==> src/rtl/nf10_axis_downsizer.sv <==
// AXI4-Stream 256-to-64 width down-converter with tuser on the first beat and trailing-lane trimming.
// Optional macro NF10_AXIS_DOWNSIZER_STATS_EN adds packet/beat counters.
module nf10_axis_downsizer #(
  parameter int C_S_AXIS_DATA_WIDTH = 256,
  parameter int C_M_AXIS_DATA_WIDTH = 64,
  parameter int C_TUSER_WIDTH       = 128
) (
  input  logic                             axi_aclk,
  input  logic                             axi_reset,
  input  logic [C_S_AXIS_DATA_WIDTH-1:0]   s_axis_tdata,
  input  logic [C_S_AXIS_DATA_WIDTH/8-1:0] s_axis_tstrb,
  input  logic [C_TUSER_WIDTH-1:0]         s_axis_tuser,
  input  logic                             s_axis_tvalid,
  output logic                             s_axis_tready,
  input  logic                             s_axis_tlast,
  output logic [C_M_AXIS_DATA_WIDTH-1:0]   m_axis_tdata,
  output logic [C_M_AXIS_DATA_WIDTH/8-1:0] m_axis_tstrb,
  output logic [C_TUSER_WIDTH-1:0]         m_axis_tuser,
  output logic                             m_axis_tvalid,
  input  logic                             m_axis_tready,
  output logic                             m_axis_tlast
`ifdef NF10_AXIS_DOWNSIZER_STATS_EN
  ,
  output logic [31:0]                      pkt_count,
  output logic [31:0]                      beat_count
`endif
);

  localparam int RATIO  = C_S_AXIS_DATA_WIDTH / C_M_AXIS_DATA_WIDTH;
  localparam int LANE_W = (RATIO > 1) ? $clog2(RATIO) : 1;
  localparam int STRB_M = C_M_AXIS_DATA_WIDTH / 8;

  localparam logic [0:0] ST_EMPTY     = 1'b0;
  localparam logic [0:0] ST_SERIALISE = 1'b1;

  logic [0:0]                       state;
  logic [C_S_AXIS_DATA_WIDTH-1:0]   held_data;
  logic [C_S_AXIS_DATA_WIDTH/8-1:0] held_strb;
  logic [C_TUSER_WIDTH-1:0]         held_user;
  logic                             held_last;
  logic                             held_first;
  logic                             first_pkt;
  logic [LANE_W-1:0]                lane;
  logic [LANE_W-1:0]                end_lane;
  logic [LANE_W-1:0]                load_end_lane;
  logic                             out_valid;
  logic                             final_lane;
  logic                             out_fire;
  logic                             accept;

  assign out_valid     = (state == ST_SERIALISE);
  assign final_lane    = (lane == end_lane);
  assign out_fire      = out_valid && m_axis_tready;
  assign s_axis_tready = !out_valid || (m_axis_tready && final_lane);
  assign accept        = s_axis_tvalid && s_axis_tready;

  // On a final beat, stop at the highest lane carrying any strobe; empty strobe still emits lane 0.
  always_comb begin
    load_end_lane = '1;
    if (s_axis_tlast) begin
      load_end_lane = '0;
      for (int k = 0; k < RATIO; k++) begin
        if (|s_axis_tstrb[k*STRB_M +: STRB_M]) load_end_lane = LANE_W'(k);
      end
    end
  end

  always_comb begin
    m_axis_tdata = '0;
    m_axis_tstrb = '0;
    for (int k = 0; k < RATIO; k++) begin
      if (lane == LANE_W'(k)) begin
        m_axis_tdata = held_data[k*C_M_AXIS_DATA_WIDTH +: C_M_AXIS_DATA_WIDTH];
        m_axis_tstrb = held_strb[k*STRB_M +: STRB_M];
      end
    end
  end

  assign m_axis_tvalid = out_valid;
  assign m_axis_tlast  = held_last && final_lane;
  assign m_axis_tuser  = (lane == '0 && held_first) ? held_user : '0;

  // A final-lane handoff and a new load share one cycle, so reload takes priority over going empty.
  always_ff @(posedge axi_aclk or posedge axi_reset) begin
    if (axi_reset) begin
      state      <= ST_EMPTY;
      held_data  <= '0;
      held_strb  <= '0;
      held_user  <= '0;
      held_last  <= 1'b0;
      held_first <= 1'b0;
      first_pkt  <= 1'b1;
      lane       <= '0;
      end_lane   <= '0;
    end else if (accept) begin
      state      <= ST_SERIALISE;
      held_data  <= s_axis_tdata;
      held_strb  <= s_axis_tstrb;
      held_user  <= s_axis_tuser;
      held_last  <= s_axis_tlast;
      held_first <= first_pkt;
      first_pkt  <= s_axis_tlast;
      lane       <= '0;
      end_lane   <= load_end_lane;
    end else if (out_fire) begin
      if (!final_lane) lane <= lane + LANE_W'(1);
      else             state <= ST_EMPTY;
    end
  end

`ifdef NF10_AXIS_DOWNSIZER_STATS_EN
  always_ff @(posedge axi_aclk or posedge axi_reset) begin
    if (axi_reset) begin
      pkt_count  <= '0;
      beat_count <= '0;
    end else if (out_fire) begin
      beat_count <= beat_count + 32'd1;
      if (m_axis_tlast) pkt_count <= pkt_count + 32'd1;
    end
  end
`endif

endmodule

==> config.mk <==
export PLATFORM = sky130hd
export DESIGN_NAME = nf10_axis_downsizer
export DESIGN_NICKNAME = d
export VERILOG_FILES = /design/src/rtl/nf10_axis_downsizer.sv
export SDC_FILE = /design/constraint.sdc
export NUM_CORES = 1
export LEC_CHECK = 0
export BUFFER_PORTS_ARGS = -buffer_cell sky130_fd_sc_hd__buf_2
export CAP_MARGIN = 40
export CORE_AREA = 2 2 240 242
export CTS_CLUSTER_SIZE = 24
export DETAILED_ROUTE_END_ITERATION = 12
export DIE_AREA = 0 0 242 244
export MAX_ROUTING_LAYER = met4
export PLACE_DENSITY = 0.59
export SLEW_MARGIN = 20
export SYNTH_ARGS = -nofsm -noshare
export SYNTH_HDL_FRONTEND = slang
export SYNTH_SLANG_ARGS = --single-unit
==> constraint.sdc <==
create_clock -name axi_aclk -period 19.63 [get_ports axi_aclk]
set_input_delay 3.926 -clock axi_aclk [delete_from_list [all_inputs] [get_ports axi_aclk]]
set_output_delay 3.926 -clock axi_aclk [all_outputs]
set_load 0.02 [all_outputs]
==> results of run 1 <==
## sequential cells by signal, indices dropped and copies added (netlist names)
name and cells:
lane 2, held_user 128, held_data 256, m_axis_tvalid 1, first_pkt 1, end_lane 2, held_first 1, held_strb 32
held_last 1
## kinds of logic after synthesis
kind of cell,after synthesis,synth area share
compound gates,229,0.0557
xor+xnor,2,0.00119
fa+ha+maj,4,0.00238
buf+inv,137,0.0562
flops,424,0.504
mux,417,0.286
simple gates,365,0.0941
## metal layers
metal	part of all wire	track usage	routed length, um	vias up
met4	0.032	0.0786	1940	0
met3	0.051	0.0369	3080	120
li1	-	-	-	6735
met5	0	-	0	-
met2	0.49	0.332	30000	415
met1	0.42	0.261	25800	7461
## power by group through the flow
| stage | clock network (mW) | registers, mW | logic (mW) |
|---|---|---|---|
| floorplan | 0 | 1.50 | 1.72 |
| global placement | 0 | 1.57 | 2.14 |
| detailed placement | 0 | 1.59 | 2.19 |
| CTS | 0.901 | 1.58 | 2.20 |
| global route | 0.941 | 1.64 | 2.37 |
| finish | 0.878 | 1.58 | 2.21 |
## placed cells by master (no fill, tap or decap), types with 6 or more instances in the layout
cell       Yosys  routed
diode_2        0      23
buf_2          1     623
mux2_2        64      64
nand3b_1      72      72
clkbuf_1      69      13
and3_1       128     128
a21oi_1      146     146
nor2_1         6       6
buf_4          6      20
dfrtp_1      423     422
clkbuf_8       0       9
nand2_1      151     151
o21ai_0       76      76
mux2_4       353     353
clkbuf_16      0      48
clkinv_2       0       8
buf_16         0      12
## cell type report
class | count | area (um2)
inverters | 6 | 30.0
fillers | 5234 | 30100
multi-input cells | 1017 | 9310
clock inverters | 15 | 149
clock buffers | 70 | 1370
repair buffers | 657 | 3640
diodes | 23 | 57.6
flip-flops and latches | 424 | 10600
well taps | 756 | 946
## worst reg2reg max path, cell delays in order (launching register included)
cell and delay (ps):
dfrtp_1 500, xor2_2 260, o32ai_4 600, buf_4 510
buf_12 310, buf_4 350, buf_16 320, buf_4 400
buf_4 350, buf_16 330, mux2_4 370
## worst paths after layout
kind,from,endpoint,slack (ps)
hold reg to reg,held_user[105],held_user[105],500
setup / recovery,m_axis_tready,s_axis_tready,11180
min in group asynchronous,axi_reset,held_user[58],3260
setup reg to reg,lane[1],held_data[23],15230
max in group asynchronous,axi_reset,held_first,14120
hold / removal,held_user[105],held_user[105],500
==> impl_metrics.json, run 1 <==
{
  "cts_resized": 0,
  "cp_cell_sequence": "buf_2, nand2_1, nand2_1, buf_2",
  "wl_per_cell_um": 20.5,
  "cp_max_fo": 6,
  "wl_um": 60800,
  "post-place-ws_ps": 11170,
  "core_area_um2": 56200,
  "critical_path_buf_inv_count": 2,
  "synth_area_leader_cell": "dfrtp_1",
  "hold_viol": 0,
  "power_frac_comb": 0.473,
  "critPathMaxStageDelay_ps": 190,
  "avgSynthCellArea_um2": 13.3,
  "path_depth": 4,
  "cp.required_ps": 15700,
  "drv_cap": 0,
  "drt_iter0_drc": 761,
  "grt_max_degree": 116,
  "die_y_um": 244,
  "io_buffers": 623,
  "sw_frac_of_total": 0.369,
  "grt_pass1_wl_um": 93100,
  "final.setup.tns_ps": 0,
  "cts_max_path_buffers": 3,
  "worstSetupPathType": "in -> out",
  "endpoint_kind": "output pin",
  "slowest_stage": "buf_2",
  "synth-edff-count": 0,
  "worst_hold_path_type": "reg -> reg",
  "ys_ff_latch": 424,
  "numCtsBuffers": 47,
  "synth_top_area_frac": 0.503,
  "dieWidth_um": 242,
  "synthFlopType": "dfrtp_1",
  "layout.cells.non_filler": 2968,
  "routed_via_density": 4.96,
  "netlist_area_um2": 21000,
  "placed_area_um2": 24400,
  "dp_hpwl_um": 43100,
  "power_frac_seq": 0.339,
  "worstMarginPinSlew_ps": 814,
  "yosysSeqAreaShare": 0.504,
  "drive_above_1_share": 0.528,
  "grt_antenna_before_repair": 19,
  "rows": 87,
  "fin_skew_ps": 15.2,
  "utilization": 0.465,
  "timing.fmax_mhz": 118,
  "clock-sinks": 424,
  "synthArstFlopShare": 1.00,
  "pwr_density_cell_nw_per_um2": 179,
  "track_usage": 0.207,
  "drtAntennaViolNets": 0,
  "cts_tree": "yes",
  "yosysMostFrequentCell": "dfrtp_1",
  "fin_hold_ws_ps": 500,
  "synth_cells": 1578,
  "fin_area_um2": 26100,
  "cts-root-buf": "clkbuf_16",
  "drv_slew": 0,
  "r2r_cells": 10,
  "ys_types": 31,
  "clk_latency_ps": 580,
  "syn_to_final_growth_pct": 24.1,
  "dieArea_um2": 59000,
  "status": "complete, no violations",
  "netlist_top_cells_count": "dfrtp_1, mux2_4, nand2_1, a21oi_1, and3_1",
  "hold-path-cell-count": 1,
  "start_kind": "input port",
  "syn-num-nets": 2003,
  "finalSetupViolations": 0,
  "vias": 14700,
  "setup_slack_ps": 11180,
  "clkTransAtPathRegs_ps": 60,
  "ys_warn_count": 0,
  "post_cts_buffers": 0,
  "drtPass1Iterations": 5,
  "p_total_mw": 4.67,
  "grt_pass1_vias": 15500,
  "timing.final.crit_share": 0.430,
  "dp.cells": 2854,
  "drc_errors": 0,
  "place.gp.congestion": 0.902,
  "cellLeakagePower_nw": 12.9,
  "switching_power_mw": 1.72,
  "final_nets": 2578,
  "initial_utilization": 0.375,
  "ios": 624,
  "min_period_ps": 8450,
  "critPathTopFamily": "buffers and inverters",
  "postCtsHoldBufs": 0,
  "clockPowerShare": 0.188,
  "max-slew-margin-rel": 0.457,
  "yosys-top-cells-area": "dfrtp_1, mux2_4, and3_1, buf_12, a21oi_1",
  "ir_drop_uv": 92.1,
  "cts_max_level": 2,
  "overflow": 0,
  "crit_arrival_ps": 4520,
  "rsz0062_at_grt": "false",
  "cellInternalPower_mw": 2.94
}
(Power assumes the default switching activity.)
==> run 2: changes to the inputs <==
ABC_AREA = 1   (was unset)
CORE_AREA = 2 2 242 244   (was 2 2 240 242)
DIE_AREA = 0 0 244 246   (was 0 0 242 244)
PLACE_DENSITY = 0.56   (was 0.59)
clock period = 8.1 ns   (was 19.63 ns; I/O delays follow)
==> impl_metrics.json, run 2 <==
{
  "status": "complete, no violations",
  "critical_path_buf_inv_count": 6,
  "drtAntennaViolNets": 0,
  "track_usage": 0.247,
  "r2r_cells": 10,
  "r2r_end": "held_data[251]",
  "synthArstFlopShare": 1.00,
  "mostFrequentLayoutCells": "nand2_1, buf_2, dfrtp_1",
  "switching_power_mw": 4.85,
  "setup_slack_ps": 3130,
  "final.setup.tns_ps": 0,
  "critPathMaxStageDelay_ps": 470,
  "netlist_area_um2": 20200,
  "hold_start": "first_pkt",
  "cts_resized": 0,
  "initial_utilization": 0.351,
  "yosys-top-cells-area": "dfrtp_1, nand2_1, nand3_1, nor2_1, a21oi_1",
  "largest_registers": "held_data x256, held_user x128, held_strb x32",
  "synth_area_leader_cell": "dfrtp_1",
  "io_buffers": 623,
  "drt_iter0_drc": 1683,
  "dieWidth_um": 244,
  "grt_pass1_vias": 19700,
  "syn_to_final_growth_pct": 26.7,
  "cts-root-buf": "clkbuf_16",
  "post_cts_buffers": 0,
  "synthFlopType": "dfrtp_1",
  "ir_drop_uv": 365,
  "hold_viol": 0,
  "start_kind": "register",
  "core_area_um2": 57400,
  "die_y_um": 246,
  "fin_skew_ps": 15.0,
  "regMostFlops": "held_data",
  "synth_cells": 2638,
  "drive_above_1_share": 0.232,
  "timing.fmax_mhz": 201,
  "ios": 624,
  "yosysSeqAreaShare": 0.526,
  "regToRegSetupSlack_ps": 4540,
  "critPathTopFamily": "buffers and inverters",
  "avgSynthCellArea_um2": 7.64,
  "ys_types": 18,
  "grt_antenna_before_repair": 35,
  "wl_um": 74000,
  "clkTransAtPathRegs_ps": 60,
  "ys_warn_count": 0,
  "fin_hold_ws_ps": 464,
  "rsz0062_at_grt": "false",
  "cp_max_fo": 54,
  "dp_hpwl_um": 50200,
  "syn-num-nets": 3063,
  "worst_hold_path_type": "reg -> reg",
  "clockPowerShare": 0.211,
  "synth-edff-count": 0,
  "numCtsBuffers": 51,
  "slowest_stage": "dfrtp_1",
  "timing.critical_path.mode_cell": "buf_16",
  "cts_max_path_buffers": 3,
  "largest_reg_flops": 256,
  "cts_max_level": 2,
  "sw_frac_of_total": 0.445,
  "cellInternalPower_mw": 6.04,
  "wl_per_cell_um": 18.6,
  "cellLeakagePower_nw": 14.3,
  "overflow": 0,
  "crit_arrival_ps": 3350,
  "routed_via_density": 4.98,
  "drv_slew": 0,
  "drc_errors": 0,
  "cp_cell_sequence": "inv_1, ha_4, buf_16, inv_2, buf_4, buf_16, o211ai_1, a21oi_1, buf_2",
  "n_fill_cell": 5915,
  "power_frac_seq": 0.338,
  "yosysMostFrequentCell": "nand2_1",
  "vias": 19800,
  "place.gp.congestion": 0.942,
  "min_period_ps": 4970,
  "grt_pass1_wl_um": 113000,
  "max-slew-margin-rel": 0.289,
  "timing.final.crit_share": 0.613,
  "cts_tree": "yes",
  "cp.required_ps": 6480,
  "drv_cap": 0,
  "worstMarginPinSlew_ps": 1070,
  "r2r_start": "lane[1]",
  "postCtsHoldBufs": 0,
  "post-place-ws_ps": 3450,
  "min_to": "first_pkt",
  "clock-sinks": 424,
  "clk_latency_ps": 580,
  "power_frac_comb": 0.451,
  "pwr_density_cell_nw_per_um2": 426,
  "ys_ff_latch": 424,
  "grt_max_degree": 208,
  "endpoint_kind": "output pin",
  "drtPass1Iterations": 5,
  "rows": 88,
  "final_nets": 3559,
  "worstSetupPathType": "reg -> out",
  "utilization": 0.445,
  "final_common_cell": "nand2_1",
  "dieArea_um2": 60000,
  "synth_top_area_frac": 0.525,
  "netlist_top_cells_count": "nand2_1, dfrtp_1, nand3_1, nor2_1, a21oi_1",
  "finalSetupViolations": 0,
  "hold-path-cell-count": 2
}
## run 2: worst max path at each step
stage,from,endpoint,slack [ps],cells after the start
after floorplan,axi_reset,end_lane[0],760,1
after global placement,lane[1],m_axis_tdata[33],3260,6
after detailed placement,m_axis_tready,held_data[249],3450,8
after CTS,lane[0],m_axis_tdata[61],3040,9
after global routing,lane[0],m_axis_tdata[61],2900,9
final,lane[0],m_axis_tdata[61],3130,9
## run 2: cells by family (layout without fill, tap and decap cells)
| group | Yosys count | in the layout | share of synthesized area |
|---|---|---|---|
| buf+inv | 344 | 878 | 0.0740 |
| compound gates | 217 | 217 | 0.0628 |
| fa+ha+maj | 4 | 4 | 0.00248 |
| other cells | 0 | 39 | 0 |
| simple gates | 1648 | 1648 | 0.334 |
| flops | 424 | 424 | 0.526 |
| xor+xnor | 1 | 1 | 0.000435 |
## run 2: power groups by stage
stage	Sequential (mW)	Clock [mW]	Combinational, mW
6_report	3.67	2.30	4.91
2_1_floorplan	3.54	0	3.45
5_1_grt	3.80	2.45	5.49
3_5_place_dp	3.69	0	4.94
4_1_cts	3.67	2.36	4.95
3_3_place_gp	3.66	0	4.79
## run 2: layout make-up
type / count / area [um2] / area share
clock buffers: 79 / 1530 / 0.0600
diodes: 39 / 97.6 / 0.00382
clock inverters: 12 / 141 / 0.00553
inverters: 138 / 526 / 0.0206
well taps: 765 / 957 / 0.0375
repair buffers: 649 / 3560 / 0.139
flip-flops and latches: 424 / 10600 / 0.415
multi-input cells: 1870 / 8120 / 0.318
## run 2: worst register-to-register path, stage by stage (launching register included)
cell and delay (ps):
dfrtp_1 460, inv_1 170, nand2_1 70, nand2_1 90, nand3_1 200, nand2_8 540
buf_12 680, buf_4 680, buf_12 340, nand3_1 150, nand2_1 120
## run 2: metrics by stage
| stage | power (mW) | cells | instance area [um2] |
|---|---|---|---|
| 4_1_cts | 11.0 | 3935 | 25400 |
| 3_3_place_gp | 8.45 | 3836 | 23500 |
| 3_5_place_dp | 8.63 | 3844 | 23700 |
| 2_1_floorplan | 6.99 | 2638 | 20200 |
| 6_report | 10.9 | 3976 | 25500 |
| 5_1_grt | 11.7 | 3971 | 25500 |
## run 2: routing by layer
metal / track usage / vias to the layer above / part of all wire
met5: - / - / 0
met4: 0.108 / 0 / 0.035
met3: 0.0386 / 146 / 0.062
met2: 0.389 / 660 / 0.48
met1: 0.317 / 9574 / 0.42
li1: - / 9432 / -
